$ cat src/rtl/audio_pkg.sv
// Shared audio-path definitions.
//   AUDIO_SAMPLE_WIDTH / AUDIO_SLOT_WIDTH : default PCM and I2S slot widths
//   state_t                               : serializer control states
//   stereo_t                              : left/right sample pair at default width
package audio_pkg;

  localparam int unsigned AUDIO_SAMPLE_WIDTH = 12;
  localparam int unsigned AUDIO_SLOT_WIDTH   = 16;

  typedef enum logic [1:0] {
    IDLE  = 2'd0,
    PRIME = 2'd1,
    RUN   = 2'd2
  } state_t;

  typedef struct packed {
    logic [AUDIO_SAMPLE_WIDTH-1:0] left;
    logic [AUDIO_SAMPLE_WIDTH-1:0] right;
  } stereo_t;

endpackage

$ cat src/rtl/sync_2ff.sv
// Two-flop synchronizer for a single asynchronous level signal.
//   clk_i : destination clock
//   rst_ni: asynchronous active-low reset (output resets to 0)
//   d_i   : asynchronous input
//   q_o   : synchronized output, two clk_i cycles of latency
module sync_2ff (
  input  logic clk_i,
  input  logic rst_ni,
  input  logic d_i,
  output logic q_o
);

  logic meta_q;
  logic sync_q;

  always_ff @(posedge clk_i or negedge rst_ni) begin
    if (!rst_ni) begin
      meta_q <= 1'b0;
      sync_q <= 1'b0;
    end else begin
      meta_q <= d_i;
      sync_q <= meta_q;
    end
  end

  assign q_o = sync_q;

endmodule

$ cat src/rtl/audio_i2s_tx.sv
// I2S transmitter for stereo PCM, clocked from the audio PLL output.
//   clk, areset_n       : PLL c0 clock, asynchronous active-low reset
//   pll_locked          : PLL lock (asynchronous), gates all activity
//   s_valid/s_ready     : sample handshake into a single-entry holding buffer
//   s_left/s_right      : two's complement samples, MSB first on the wire
//   bclk/lrclk/sdata    : I2S bit clock, word select (1 = right), serial data
//   frame_start/underrun: one-cycle pulses at each frame boundary
module audio_i2s_tx
  import audio_pkg::*;
#(
  parameter int unsigned SAMPLE_WIDTH = AUDIO_SAMPLE_WIDTH,
  parameter int unsigned SLOT_WIDTH   = AUDIO_SLOT_WIDTH,
  parameter int unsigned BCLK_DIV     = 4
) (
  input  logic                    clk,
  input  logic                    areset_n,
  input  logic                    pll_locked,
  input  logic                    s_valid,
  output logic                    s_ready,
  input  logic [SAMPLE_WIDTH-1:0] s_left,
  input  logic [SAMPLE_WIDTH-1:0] s_right,
  output logic                    bclk,
  output logic                    lrclk,
  output logic                    sdata,
  output logic                    frame_start,
  output logic                    underrun
);

  localparam int unsigned DIV_W = $clog2(BCLK_DIV);
  localparam int unsigned BIT_W = $clog2(2 * SLOT_WIDTH);
  localparam int unsigned PAIR_W = 2 * SAMPLE_WIDTH;

  localparam logic [DIV_W-1:0] DIV_LAST = DIV_W'(BCLK_DIV - 1);
  localparam logic [DIV_W-1:0] DIV_HALF = DIV_W'(BCLK_DIV / 2);
  localparam logic [DIV_W-1:0] DIV_ONE  = DIV_W'(1);
  localparam logic [BIT_W-1:0] BIT_LAST = BIT_W'(2 * SLOT_WIDTH - 1);
  localparam logic [BIT_W-1:0] BIT_ONE  = BIT_W'(1);
  localparam logic [BIT_W-1:0] SLOT_B   = BIT_W'(SLOT_WIDTH);
  localparam logic [BIT_W-1:0] SAMP_B   = BIT_W'(SAMPLE_WIDTH);
  localparam logic [BIT_W-1:0] R_END_B  = BIT_W'(SLOT_WIDTH + SAMPLE_WIDTH);

  logic locked_s;

  state_t            state_q, state_d;
  logic [DIV_W-1:0]  div_q, div_d;
  logic [BIT_W-1:0]  bit_q, bit_d;
  logic [PAIR_W-1:0] hold_q, hold_d;
  logic              full_q, full_d;
  logic [PAIR_W-1:0] shift_q, shift_d;
  logic              ready_q, ready_d;
  logic              bclk_q, bclk_d;
  logic              lrclk_q, lrclk_d;
  logic              sdata_q, sdata_d;

  logic boundary;
  logic xfer;
  logic data_bit;

  sync_2ff u_lock_sync (
    .clk_i (clk),
    .rst_ni(areset_n),
    .d_i   (pll_locked),
    .q_o   (locked_s)
  );

  // Counters sit at 0 outside RUN, so the first RUN cycle is a boundary too.
  // Lock loss suppresses the boundary so an abandoned frame cannot pulse.
  assign boundary = (state_q == RUN) && locked_s && (div_q == '0) && (bit_q == '0);
  assign xfer     = s_valid && ready_q;

  always_comb begin
    state_d  = state_q;
    div_d    = div_q;
    bit_d    = bit_q;
    hold_d   = hold_q;
    full_d   = full_q;
    shift_d  = shift_q;
    sdata_d  = sdata_q;
    data_bit = 1'b0;

    case (state_q)
      IDLE:    if (locked_s) state_d = PRIME;
      PRIME:   if (full_q) state_d = RUN;
      RUN:     state_d = RUN;
      default: state_d = IDLE;
    endcase
    if (!locked_s) state_d = IDLE;

    if (state_q == RUN) begin
      if (div_q == DIV_LAST) begin
        div_d = '0;
        bit_d = (bit_q == BIT_LAST) ? '0 : bit_q + BIT_ONE;
      end else begin
        div_d = div_q + DIV_ONE;
      end
    end

    // Buffer frees at the boundary; a same-cycle transfer refills it for the next frame.
    if (boundary) begin
      shift_d = full_q ? hold_q : '0;
      full_d  = 1'b0;
    end
    if (xfer) begin
      hold_d = {s_left, s_right};
      full_d = 1'b1;
    end

    // sdata is updated one cycle ahead of the bclk falling edge so it changes with it.
    if ((state_q == RUN) && (div_q == DIV_LAST)) begin
      data_bit = ((bit_d != '0) && (bit_d <= SAMP_B)) ||
                 ((bit_d > SLOT_B) && (bit_d <= R_END_B));
      sdata_d  = data_bit ? shift_q[PAIR_W-1] : 1'b0;
      if (data_bit) shift_d = {shift_q[PAIR_W-2:0], 1'b0};
    end

    if (state_d != RUN) begin
      div_d   = '0;
      bit_d   = '0;
      sdata_d = 1'b0;
    end
    if (state_d == IDLE) begin
      full_d  = 1'b0;
      shift_d = '0;
    end

    bclk_d  = (state_d == RUN) && (div_d >= DIV_HALF);
    lrclk_d = (state_d == RUN) && (bit_d >= SLOT_B);
    ready_d = (state_d != IDLE) && !full_d;
  end

  always_ff @(posedge clk or negedge areset_n) begin
    if (!areset_n) begin
      state_q <= IDLE;
      div_q   <= '0;
      bit_q   <= '0;
      hold_q  <= '0;
      full_q  <= 1'b0;
      shift_q <= '0;
      ready_q <= 1'b0;
      bclk_q  <= 1'b0;
      lrclk_q <= 1'b0;
      sdata_q <= 1'b0;
    end else begin
      state_q <= state_d;
      div_q   <= div_d;
      bit_q   <= bit_d;
      hold_q  <= hold_d;
      full_q  <= full_d;
      shift_q <= shift_d;
      ready_q <= ready_d;
      bclk_q  <= bclk_d;
      lrclk_q <= lrclk_d;
      sdata_q <= sdata_d;
    end
  end

  assign s_ready     = ready_q;
  assign bclk        = bclk_q;
  assign lrclk       = lrclk_q;
  assign sdata       = sdata_q;
  assign frame_start = boundary;
  assign underrun    = boundary && !full_q;

endmodule

$ cat config.mk
export PLATFORM = sky130hd
export DESIGN_NAME = audio_i2s_tx
export DESIGN_NICKNAME = d
export VERILOG_FILES = /design/src/rtl/audio_pkg.sv /design/src/rtl/sync_2ff.sv /design/src/rtl/audio_i2s_tx.sv
export SDC_FILE = /design/constraint.sdc
export NUM_CORES = 1
export LEC_CHECK = 0
export ABC_AREA = 0
export CAP_MARGIN = 10
export CORE_UTILIZATION = 60
export CTS_BUF_LIST = sky130_fd_sc_hd__clkbuf_16
export CTS_CLUSTER_DIAMETER = 100
export DETAILED_ROUTE_END_ITERATION = 10
export PLACE_DENSITY_LB_ADDON = 0.3
export SLEW_MARGIN = 20
export SYNTH_ARGS = -nofsm -noshare
export SYNTH_HDL_FRONTEND = slang
export SYNTH_SLANG_ARGS = --single-unit
$ cat constraint.sdc
create_clock -name clk -period 4.15 [get_ports clk]
set_input_delay 0.83 -clock clk [delete_from_list [all_inputs] [get_ports clk]]
set_output_delay 0.83 -clock clk [all_outputs]
set_load 0.01 [all_outputs]
## Word-level counts from Yosys, hierarchy flattened

Index checks and enable logic that the tools add are counted.

- Flip-flop bits (word level): 64
- Input port bits: 28
- Output and inout bits: 6
- Word-level logic and storage cells: 67

- Add/subtract/negate cells: 2
- $lt $le $gt $ge: 5
- Equality and inequality tests: 6
- Mux-type cells: 21
- Reductions and logical operators: 21

Operators by type and width:

| cell | count |
|---|---|
| 24-bit 2-to-1 mux | 5 |
| 5-bit 2-to-1 mux | 4 |
| 1-bit logical AND | 11 |
| 2-bit 2-to-1 mux | 5 |
| 2-bit equality test, second input constant | 3 |
| 2-bit logical NOT | 3 |
| 1-bit 2-to-1 mux | 6 |
| 2-bit case mux with 3 select lines | 1 |
| 5-bit by 1-bit adder with 5-bit output, second input constant | 1 |
| 5-bit equality test, second input constant | 1 |
| 5-bit greater-or-equal comparator, second input constant | 1 |
| 5-bit greater-than comparator, second input constant | 1 |
| 5-bit by 4-bit <= comparator with 1-bit output, second input constant | 1 |
| 5-bit <= comparator, second input constant | 1 |
| 5-bit logical NOT | 1 |
| 5-bit nonzero test | 1 |
| 2-bit nonzero test | 2 |
| 2-bit by 1-bit adder with 2-bit output, second input constant | 1 |
| 2-bit by 1-bit equality test with 1-bit output, second input constant | 1 |
| 2-bit greater-or-equal comparator, second input constant | 1 |
| 1-bit logical NOT | 2 |
| 2-bit inequality test, second input constant | 1 |
| 1-bit logical OR | 1 |

## Depth between registers and ports, before layout

Gate-level depths: netlist of the first run.

- Depth after elaboration: 10
- Depth in mapped cells: 10
- Gate-level depth less buffers: 8

## Modules after synthesis

Synthesis of the first run repeated with hierarchy kept, for this count alone.

- Cells, all modules: 269
- Area total of the unflattened synthesis: 3051.7 µm²

Modules (own cells, without submodules):

| module | instances | cells an instance | area an instance (µm²) | sequential area each (µm²) |
|---|---|---|---|---|
| audio_i2s_tx | 1 | 267 | 3001.6 | 1526.5 |
| sync_2ff | 1 | 2 | 50.0 | 50.0 |

## Worst setup path before layout of the first run

No wires, ideal clock.

- Path type: register to register
- Start point: register bit_q[0]
- End point: register sdata_q (netlist: sdata)
- Library setup time: 148 ps
- Arrival time: 2150 ps
- Required time: 4002 ps
- Setup slack: 1853 ps
- Stages on the path, launching flop included: 8
- Path buffers: 0
- Period minus slack after synthesis: 2297 ps
- Cells stage by stage: dfrtp_1 > ha_1 > and3_1 > ha_1 > or4_1 > a221o_1 > o311ai_1 > a21oi_1

- Longest elaborated chain between the ends: 10
- Elaborated cells on any way between the ends: 15
- Classes of those cells: 1 x add/sub; 3 x order compare; 1 x eq/ne; 6 x mux; 4 x reduce/logical

Ends and longest elaborated chain:

| what | line | RTL |
|---|---|---|
| start: declaration | audio_i2s_tx.sv:46 | `logic [BIT_W-1:0] bit_q, bit_d;` |
| start signal: assignment | audio_i2s_tx.sv:146 | `bit_q <= bit_d;` |
| 5-bit by 1-bit adder with 5-bit output or 5-bit equality test (tied branches) | audio_i2s_tx.sv:92 | `bit_d = (bit_q == BIT_LAST) ? '0 : bit_q + BIT_ONE;` |
| 5-bit 2-to-1 mux | audio_i2s_tx.sv:92 |  |
| 5-bit 2-to-1 mux | audio_i2s_tx.sv:90 | `if (div_q == DIV_LAST) begin` |
| 5-bit 2-to-1 mux * | audio_i2s_tx.sv:89 | `if (state_q == RUN) begin` |
| 5-bit by 4-bit <= comparator with 1-bit output, or another cell as far along | audio_i2s_tx.sv:110 | `data_bit = ((bit_d != '0) && (bit_d <= SAMP_B)) \|\|` |
| 1-bit logical AND, on equally long branches | audio_i2s_tx.sv:110, audio_i2s_tx.sv:111 |  |
| 1-bit logical OR * | audio_i2s_tx.sv:110 |  |
| 1-bit 2-to-1 mux * | audio_i2s_tx.sv:112 | `sdata_d = data_bit ? shift_q[PAIR_W-1] : 1'b0;` |
| 1-bit 2-to-1 mux * | audio_i2s_tx.sv:109 | `if ((state_q == RUN) && (div_q == DIV_LAST)) begin` |
| 1-bit 2-to-1 mux * | audio_i2s_tx.sv:116 | `if (state_d != RUN) begin` |
| end signal: assignment | audio_i2s_tx.sv:153 | `sdata_q <= sdata_d;` |
| end: declaration | audio_i2s_tx.sv:53 | `logic sdata_q, sdata_d;` |

Every way passes the cells marked *; elsewhere a longest branch is shown, timed or not. The select of a mux whose other input is x is not followed.
A chain may end at the register's enable or synchronous reset.

## Worst setup path in the final report of the first run

- Start point: register div_q[0]
- End point: output port frame_start

- Longest elaborated chain between the ends: 3

Ends and longest elaborated chain:

| what | line | RTL |
|---|---|---|
| start: declaration | audio_i2s_tx.sv:45 | `logic [DIV_W-1:0] div_q, div_d;` |
| start signal: assignment | audio_i2s_tx.sv:145 | `div_q <= div_d;` |
| 2-bit logical NOT | audio_i2s_tx.sv:68 | `assign boundary = (state_q == RUN) && locked_s && (div_q == '0) && (bit_q == '0);` |
| 1-bit logical AND (2 in series) | audio_i2s_tx.sv:68 |  |
| end: declaration | audio_i2s_tx.sv:25 | `output logic frame_start,` |

Every way passes these cells.

==> results.md, run 1 <==
* Crit end category: primary output
* Yosys reg bits at 63
* Netlist cell types at 38
* Resized cells post-CTS at 0
* Hold endpoint: u_lock_sync.q_o$_DFF_PN0_
* Max-slew headroom at a little under a third
* # IOs at 34
* Post-synthesis sequential area ratio at roughly 52%
* Synth async-reset ratio at 100.0%
* Most common cell after layout, fill and taps aside: dfrtp_1
* Number of synthesized flops with an enable pin at 0
* Core area at 0.004817 sq mm
* Total track usage at 26.36%
* # setup viols final at 0
* RSZ-0062 raised after global routing: no
* CTS tree: built
* H-Tree Depth at 3
* Effective utilization at floorplan at a little under two thirds
* Routed WL at 5.947 mm
* Routed Antenna Nets at 0
* Most frequent cells in the layout: 63 x dfrtp_1, 32 x a21oi_1, 32 x clkdlybuf4s50_1
* TritonCTS Buffers at 9
* Status: finished clean
* Final worst path period share at between 70% and 80%
* Number of global-route vias before repair at 2245
* RR Startpoint: bit_q[0]$_DFF_PN0_
* Initial antenna violation count at 0
* Cells along the critical path: inv_1 -> ha_1 -> nor4b_2 -> nand4_2 -> buf_4 -> inv_2 -> clkdlybuf4s50_1
* Iteration-0 DRC Markers at 135
* Die Area at 0.005375 sq mm
* Final setup TNS at 0 ns
* Critical path type: reg2out
* N_diodes at 0
* WL per Instance at 15.99 um
* Prevailing post-synth register cell: dfrtp_1
* Reg clk slew, reported paths at around 0.05 ns
* Tmin final at 3.314 ns
* Ratio of cells with drive above 1 in the final layout at 22.95%
* Final #Nets at approximately 330
* Path depth of the worst reg2reg path at 10
* Final std cells w/o fill at 372
* CTS sink cnt at between 60 and 70
* Highest-delay cell along the critical path: clkdlybuf4s50_1
* Worst-skew pair later-pin latency at 0.33 ns
* Rows at 25
* Die height at ~73 um
* Synth Area per Inst at about 11 sq um
* DIE WIDTH at 73.32 um
* Worst Skew at 0.005321 ns
* Drt via density at between 5 and 6
* Required time worst endpoint at roughly 3.3 ns
* CTS root buf: clkbuf_16
* Cells after Synth at 269
* Worst Min Path Start: u_lock_sync.meta_q$_DFF_PN0_
* Residual DRC at 0
* Static leakage at 1.653 nW
* Hold Crit Class: reg2reg
* Pwr dens at 424.9 mW/mm^2
* Final max-slew violation count at 0
* IO Port Bufs at 33
* Hpwl dp at 3.570 mm
* Synthesis-to-layout area growth at 21.07%
* DR vias at 2180
* Reg2Reg Capture Point: shift_q[0]$_DFF_PN0_
* Max stage delay on crit path at around 0.6 ns
* GPL Wtd Cong at 0.8504
* First-pass GRT wire length at 10.41 mm
* Maximum clock rate at 0.3018 GHz
* Cell Count Post-Placement at 356
* Synth warn at 0
* Startpoint Class: flop
* CP startpoint: div_q[0]$_DFF_PN0_
* CP Data Arrival Time at 2.48 ns
* CTS max path bufs at 2
* Slew @ Worst Pin at 1.040 ns
* Largest net degree at the start of global routing at 41
* Synthesized cell area at 0.003052 sq mm
* Pre-antenna DRT Iters at 4
* Peak supply drop at 385.5 uV
* Hold Path Stages at 0
* Flop2flop setup slack at 1.24 ns
* Hold_buf cts at 0
* Max-cap violations at 0
* Total setup buffers inserted after CTS at 0
* Syn nets at slightly above 300
* Total grt overflow at 0
* Final hold violations at 0
* Worst Path Max Fanout at 28
## critical path: cells and delay by family, from the launching register on
kind | cells | cell delay (ns)
flip-flops | 1 | 0.40
AND/OR/NAND/NOR | 2 | 0.36
adder cells (fa/ha/maj) | 1 | 0.14
buffers and inverters | 4 | 1.25
## per-stage QoR
stage | worst slack [ns] | hold slack (ns) | util (%) | power (mW) | instance area (sq um)
6_report | 0.8363 | 0.3543 | 76.70 | 1.570 | 3695
5_1_grt | 0.7204 | 0.3576 | 76.70 | 1.629 | 3695
4_1_cts | 0.8354 | 0.3562 | 76.70 | 1.589 | 3695
3_5_place_dp | 1.213 | 0.3363 | 70.49 | 0.8386 | 3396
3_3_place_gp | 1.281 | 0.3443 | 70.49 | 0.8323 | 3396
2_1_floorplan | 1.853 | 0.3312 | - | 0.7765 | 3052
## state kept, by name, indices dropped and copies added (netlist names), 2 cells and up
| signal | flops |
|---|---|
| bit_q | 5 |
| div_q | 2 |
| hold_q | 24 |
| shift_q | 24 |
| state_q | 2 |
## cell type report
class                   count  area (sq um)
clock buffers               9         225.2
clock inverters             7         73.82
fillers                   323          1122
inverters                   7         26.28
multi-input cells         180          1339
flip-flops and latches     63          1577
well taps                  67         83.83
repair buffers             39         370.4
## synthesized netlist by cell type, drive strengths merged, types with 2 or more instances
| cell | n | area, sq um |
|---|---|---|
| o21ai | 2 | 10.00 |
| a21oi | 32 | 160.2 |
| nor2 | 13 | 48.80 |
| ha | 5 | 62.56 |
| nor3 | 24 | 120.1 |
| mux2 | 24 | 270.3 |
| buf | 8 | 68.82 |
| mux2i | 4 | 40.04 |
| and3 | 26 | 162.7 |
| nand3 | 2 | 15.01 |
| nand2 | 8 | 30.03 |
| clkbuf | 11 | 41.29 |
| nor2b | 2 | 12.51 |
| dfrtp | 63 | 1577 |
| inv | 7 | 26.27 |
| a211oi | 23 | 272.8 |
## routing by layer
layer	vias to the layer above	part of all wire (%)	global-route usage [%]
li1	1048	-	-
met1	1083	45	31.15
met2	41	49	45.68
met3	8	3.9	8.779
met4	0	1.3	8.120
met5	-	0	0
## cells by family (layout without fill, tap and decap cells)
family | count (synthesis) | count (layout) | synth area share, %
buf+inv | 26 | 62 | 4.469
flops | 63 | 63 | 51.66
xor+xnor | 1 | 1 | 0.2871
mux | 28 | 28 | 10.17
fa+ha+maj | 5 | 5 | 2.050
compound gates | 63 | 63 | 16.15
simple gates | 83 | 83 | 15.21
## where the power goes
group	switching (mW)	internal, mW
logic	0.0455	0.0731
registers	0.0335	0.674
clock network	0.279	0.465
## worst max path at each step
stage	end	cells past startpoint	slack (ns)
floorplan	sdata$_DFFE_PN0P_	7	1.85
global placement	frame_start	7	1.28
detailed placement	frame_start	7	1.21
CTS	frame_start	7	0.84
global route	frame_start	5	0.72
finish	frame_start	7	0.84
(Power assumes the default switching activity.)
==> run 2: changes to the inputs <==
CORE_UTILIZATION = 50   (was 60)
clock period = 2.8 ns   (was 4.15 ns; I/O delays follow)
==> run 2 against run 1 <==
Utilization decreased by 14 points. Design area increased by 0.68%. Global-route usage decreased by 4.6 points. Critical path type unchanged.
==> results.md, run 2 (synthesis results as in run 1) <==
* CTS sink cnt at 63
* Worst Path Max Fanout at 3
* Crit end category: primary output
* Hpwl dp at 3.795 mm
* Total grt overflow at 0
* Static leakage at 1.680 nW
* Final max-slew violation count at 0
* H-Tree Depth at 3
* Pwr dens at about 590 mW/mm^2
* Routed Antenna Nets at 0
* Status: finished clean
* Worst-skew pair later-pin latency at 0.32 ns
* Top Registers: hold_q (24), shift_q (24), bit_q (5)
* N_diodes at 0
* Pre-antenna DRT Iters at 4
* Initial antenna violation count at 0
* Slew @ Worst Pin at 0.9170 ns
* Critical path type: reg2out
* Largest net degree at the start of global routing at 34
* Most frequent cells in the layout: 63 x dfrtp_1, 32 x a21oi_1, 32 x clkdlybuf4s50_1
* Residual DRC at 0
* Total track usage at 21.81%
* Switching Power at 0.4910 mW
* Final hold violations at 0
* Setup ws final at approximately 0.11 ns
* # setup viols final at 0
* IO Port Bufs at 33
* Effective utilization at floorplan at 51.54%
* Worst Skew at 0.005419 ns
* CTS root buf: clkbuf_16
* Clk pwr share at 43.5%
* Iteration-0 DRC Markers at 100
* Reg clk slew, reported paths at 0.05 ns
* DR vias at 2191
* Hold Crit Class: in2async
* Final std cells w/o fill at 384
* Required time worst endpoint at 2.24 ns
* WL per Instance at 15.67 um
* Startpoint Class: flop
* First-pass GRT wire length at 10.47 mm
* Pre-CTS setup slack at 0.3645 ns
* Most common cell after layout, fill and taps aside: dfrtp_1
* Rows at 28
* Reg power frac at between 40% and 50%
* Internal power at 1.693 mW
* Sw Ratio at 22.48%
* CTS tree: built
* # IOs at 34
* Hold_buf cts at 0
* Gate power share at 8.7%
* CTS max path bufs at 2
* Die Area at 0.006420 sq mm
* Final worst path period share at between 90% and 100%
* TritonCTS Buffers at 9
* RSZ-0062 raised after global routing: no
* Overall Power at around 2.2 mW
* CP Data Arrival Time at 2.13 ns
* Tmin final at 2.687 ns
* Routed WL at ~6.0 mm
* Synthesis-to-layout area growth at 21.89%
* Core area at around 0.006 sq mm
* GPL Wtd Cong at 0.7929
* Max-slew headroom at 38.72%
* Final Core Density at 62.83%
* Fill cell count at between 400 and 500
* Final #Nets at between 300 and 400
* Final setup TNS at 0 ns
* Die height at 80.13 um
* Cell Count Post-Placement at 368
* Drt via density at 5.706
* Number of global-route vias before repair at 2192
* Maximum clock rate at 0.3722 GHz
* Ratio of cells with drive above 1 in the final layout at 23.62%
* DIE WIDTH at about 80 um
* Max-cap violations at 0
* Peak supply drop at 381.2 uV
==> run 2: timing repair <==
action                                 4_1_cts  5_1_grt
endpoints found under the hold margin        0        0
resized for setup                            0        1
setup endpoints to repair                    0        1
buffers inserted                             0        0
==> run 2: cell type report <==
type / instances / area, sq um / share of cell area, %
Multi-Input combinational cell: 180 / 1341 / 36.06
Clock buffer: 9 / 225.2 / 6.054
Inverter: 7 / 26.28 / 0.7064
Sequential cell: 63 / 1577 / 42.38
Timing Repair Buffer: 43 / 425.4 / 11.44
Clock inverter: 7 / 31.28 / 0.8409
Tap cell: 75 / 93.84 / 2.523
==> run 2: critical path, cell delays in order, from the launching register on <==
cell and delay [ns]:
dfrtp_1 0.39, inv_1 0.08, ha_1 0.15, nor4b_2 0.24, nand4_2 0.21, nor2_1 0.18, clkdlybuf4s50_1 0.56
==> run 2: power groups by stage <==
stage / Sequential (mW) / Clock, mW / Combinational (mW)
6_report: 1.04 / 0.949 / 0.191
5_1_grt: 1.06 / 1.01 / 0.210
3_3_place_gp: 1.05 / 0 / 0.188
4_1_cts: 1.04 / 0.968 / 0.195
3_5_place_dp: 1.06 / 0 / 0.195
2_1_floorplan: 1.04 / 0 / 0.109
==> run 2: layer usage <==
metal	track usage (%)	share of wire [%]	vias up
met5	0	0	-
met4	10.71	1.9	0
met3	3.750	3.3	10
met2	34.79	48	50
met1	28.77	46	1066
li1	-	-	1065
==> run 2: metrics by stage <==
step                      instance area (sq um)  hold WS [ns]
after floorplan                            3052        0.2644
after global routing                       3720        0.3547
after detailed placement                   3461        0.3411
after CTS                                  3717        0.3374
after global placement                     3461        0.3317
final                                      3720        0.3166
==> run 2: final timing paths <==
kind                                                   start                        end  slack (ns)  cells after the start
worst max-delay path                      div_q[0]$_DFF_PN0_                   underrun        0.11                      6
worst min-delay path                                areset_n       shift_q[5]$_DFF_PN0_        0.32                      1
worst max register to register            bit_q[0]$_DFF_PN0_          sdata$_DFFE_PN0P_        0.34                      7
worst min register to register  u_lock_sync.meta_q$_DFF_PN0_  u_lock_sync.q_o$_DFF_PN0_        0.35                      0
max in group asynchronous                           areset_n      hold_q[4]$_DFFE_PN0P_        1.86                      2
min in group clk                u_lock_sync.meta_q$_DFF_PN0_  u_lock_sync.q_o$_DFF_PN0_        0.35                      0
==> run 3: changes to the inputs <==
CELL_PAD_IN_SITES_DETAIL_PLACEMENT = 1   (was unset)
CELL_PAD_IN_SITES_GLOBAL_PLACEMENT = 2   (was unset)
CORE_UTILIZATION = 34   (was 50)
==> run 3 against run 2 <==
Final cell count grew 9.1%. Flip-flop and latch count unchanged. Sequential power about the same. Global-route usage shrank 5.4 points. Total power grew 5.0%. Largest power group is now the clock network. Highest routed layer unchanged.
==> results.md, run 3 (synthesis results as in run 1) <==
* Most common cell after layout, fill and taps aside: dfrtp_1
* Hold Crit Class: in2async
* # IOs at 34
* DR vias at between 2000 and 2500
* WL per Instance at 16.44 um
* Die Area at 0.009359 sq mm
* Synthesis-to-layout area growth at 24.60%
* Reg clk slew, reported paths at 0.06 ns
* Routed WL at 6.888 mm
* Residual DRC at 0
* Reg2Reg Capture Point: shift_q[0]$_DFF_PN0_
* Drt via density at approximately 5.3
* Max-slew headroom at 34.05%
* Total grt overflow at 0
* Startpoint Class: flop
* Peak supply drop at 348.9 uV
* Slew @ Worst Pin at 0.9869 ns
* Critical path type: reg2out
* Hold_buf cts at 0
* Final max-slew violation count at 0
* Crit end category: primary output
* IO Port Bufs at 33
* Final worst path period share at 93.74%
* Worst Path Max Fanout at 3
* Die height at 96.74 um
* TritonCTS Buffers at 9
* Rows at 34
* Required time worst endpoint at about 2.2 ns
* Final hold violations at 0
* DIE WIDTH at 96.74 um
* CP startpoint: div_q[0]$_DFF_PN0_
* Final setup TNS at 0 ns
* Pre-antenna DRT Iters at 4
* Flop2flop setup slack at about 0.26 ns
* Initial antenna violation count at 0
* Routed Antenna Nets at 0
* First-pass GRT wire length at 12.27 mm
* Total setup buffers inserted after CTS at 0
* Static leakage at 1.703 nW
* Register area at approximately 0.0016 sq mm
* Worst-skew pair later-pin latency at about 0.32 ns
* Status: finished clean
* CTS sink cnt at 63
* CTS tree: built
* Pre-CTS setup slack at 0.2823 ns
* CTS max path bufs at 2
* Final #Nets at 340
* Most frequent cells in the layout: 63 x dfrtp_1, 32 x a21oi_1, 32 x clkdlybuf4s50_1
* Area taken by multi-input logic gates at 0.001350 sq mm
* Top Registers: hold_q (24), shift_q (24), bit_q (5)
* Largest net degree at the start of global routing at 30
* Fill cell count at slightly above 900
* GPL Wtd Cong at 0.7441
* H-Tree Depth at 3
* Hpwl dp at 4.425 mm
* CP Data Arrival Time at between 2 and 2.5 ns
* RSZ-0062 raised after global routing: no
* Pwr dens at 602.9 mW/mm^2
* Iteration-0 DRC Markers at 73
* Total track usage at 16.37%
* Worst Skew at roughly 0.008 ns
* Max-cap violations at 0
* Number of global-route vias before repair at 2411
* # setup viols final at 0
* Tmin final at roughly 2.6 ns
* Path depth of the worst reg2reg path at 9
* Core area at 0.008721 sq mm
* CTS root buf: clkbuf_16
* RR Startpoint: bit_q[0]$_DFF_PN0_
* Effective utilization at floorplan at 34.99%
* Setup ws final at 0.1754 ns
* Maximum clock rate at about 0.38 GHz
* Ratio of cells with drive above 1 in the final layout at 24.12%
* N_diodes at 0
[run 3: changes by cell type in the layout (fill, tap and decap cells not counted), sizes merged]
| cell | before | now |
|---|---|---|
| buf | 11 | 14 |
| bufinv | 0 | 1 |
| clkinv | 6 | 3 |
| clkinvlp | 0 | 1 |
[run 3: worst max-delay path: stages, from the launching register on]
cell and delay, ns:
dfrtp_1 0.39, inv_1 0.09, ha_1 0.15, nor4b_4 0.22, nand4_2 0.18, nor2_1 0.15
clkdlybuf4s50_1 0.55
[run 3: final cells by class]
cell class	instances	share of cell area (%)
Timing Repair Buffer	46	11.45
Clock inverter	6	1.415
Sequential cell	63	41.46
Inverter	7	0.6910
Multi-Input combinational cell	180	35.50
Tap cell	108	3.554
Clock buffer	9	5.923
[run 3: what timing repair did]
item | in CTS | in global routing
hold endpoints to repair | 0 | 0
setup endpoints to repair | 0 | 1
resized for setup | 0 | 2
[run 3: metrics by stage]
stage	util (%)	power, mW	hold slack (ns)	area (sq um)	cells
floorplan	-	1.151	0.2644	3052	269
global placement	40.27	1.248	0.3329	3512	404
detailed placement	40.27	1.260	0.3373	3512	404
CTS	43.47	2.326	0.2962	3791	419
global route	43.60	2.399	0.3129	3802	419
finish	43.60	2.292	0.2713	3802	419
[run 3: how the worst max path moves through the flow]
stage / endpoint / depth (start not counted)
2_1_floorplan: sdata$_DFFE_PN0P_ / 7
3_3_place_gp: sdata$_DFFE_PN0P_ / 7
3_5_place_dp: shift_q[0]$_DFF_PN0_ / 9
4_1_cts: underrun / 6
5_1_grt: shift_q[0]$_DFF_PN0_ / 9
6_report: underrun / 6
[run 3: where the power goes]
group	total (mW)	switching (mW)	internal (mW)
Sequential	1.04	0.0456	0.999
Combinational	0.191	0.0764	0.114
Clock	1.06	0.385	0.672
[run 3: per-layer routing]
metal  vias up  wire length (um)  GRT usage, %
met4         0               109         6.544
met5         -                 0             0
met3         9               167         3.035
met2        27              3278         26.11
met1      1116              3333         21.97
li1       1060                 -             -
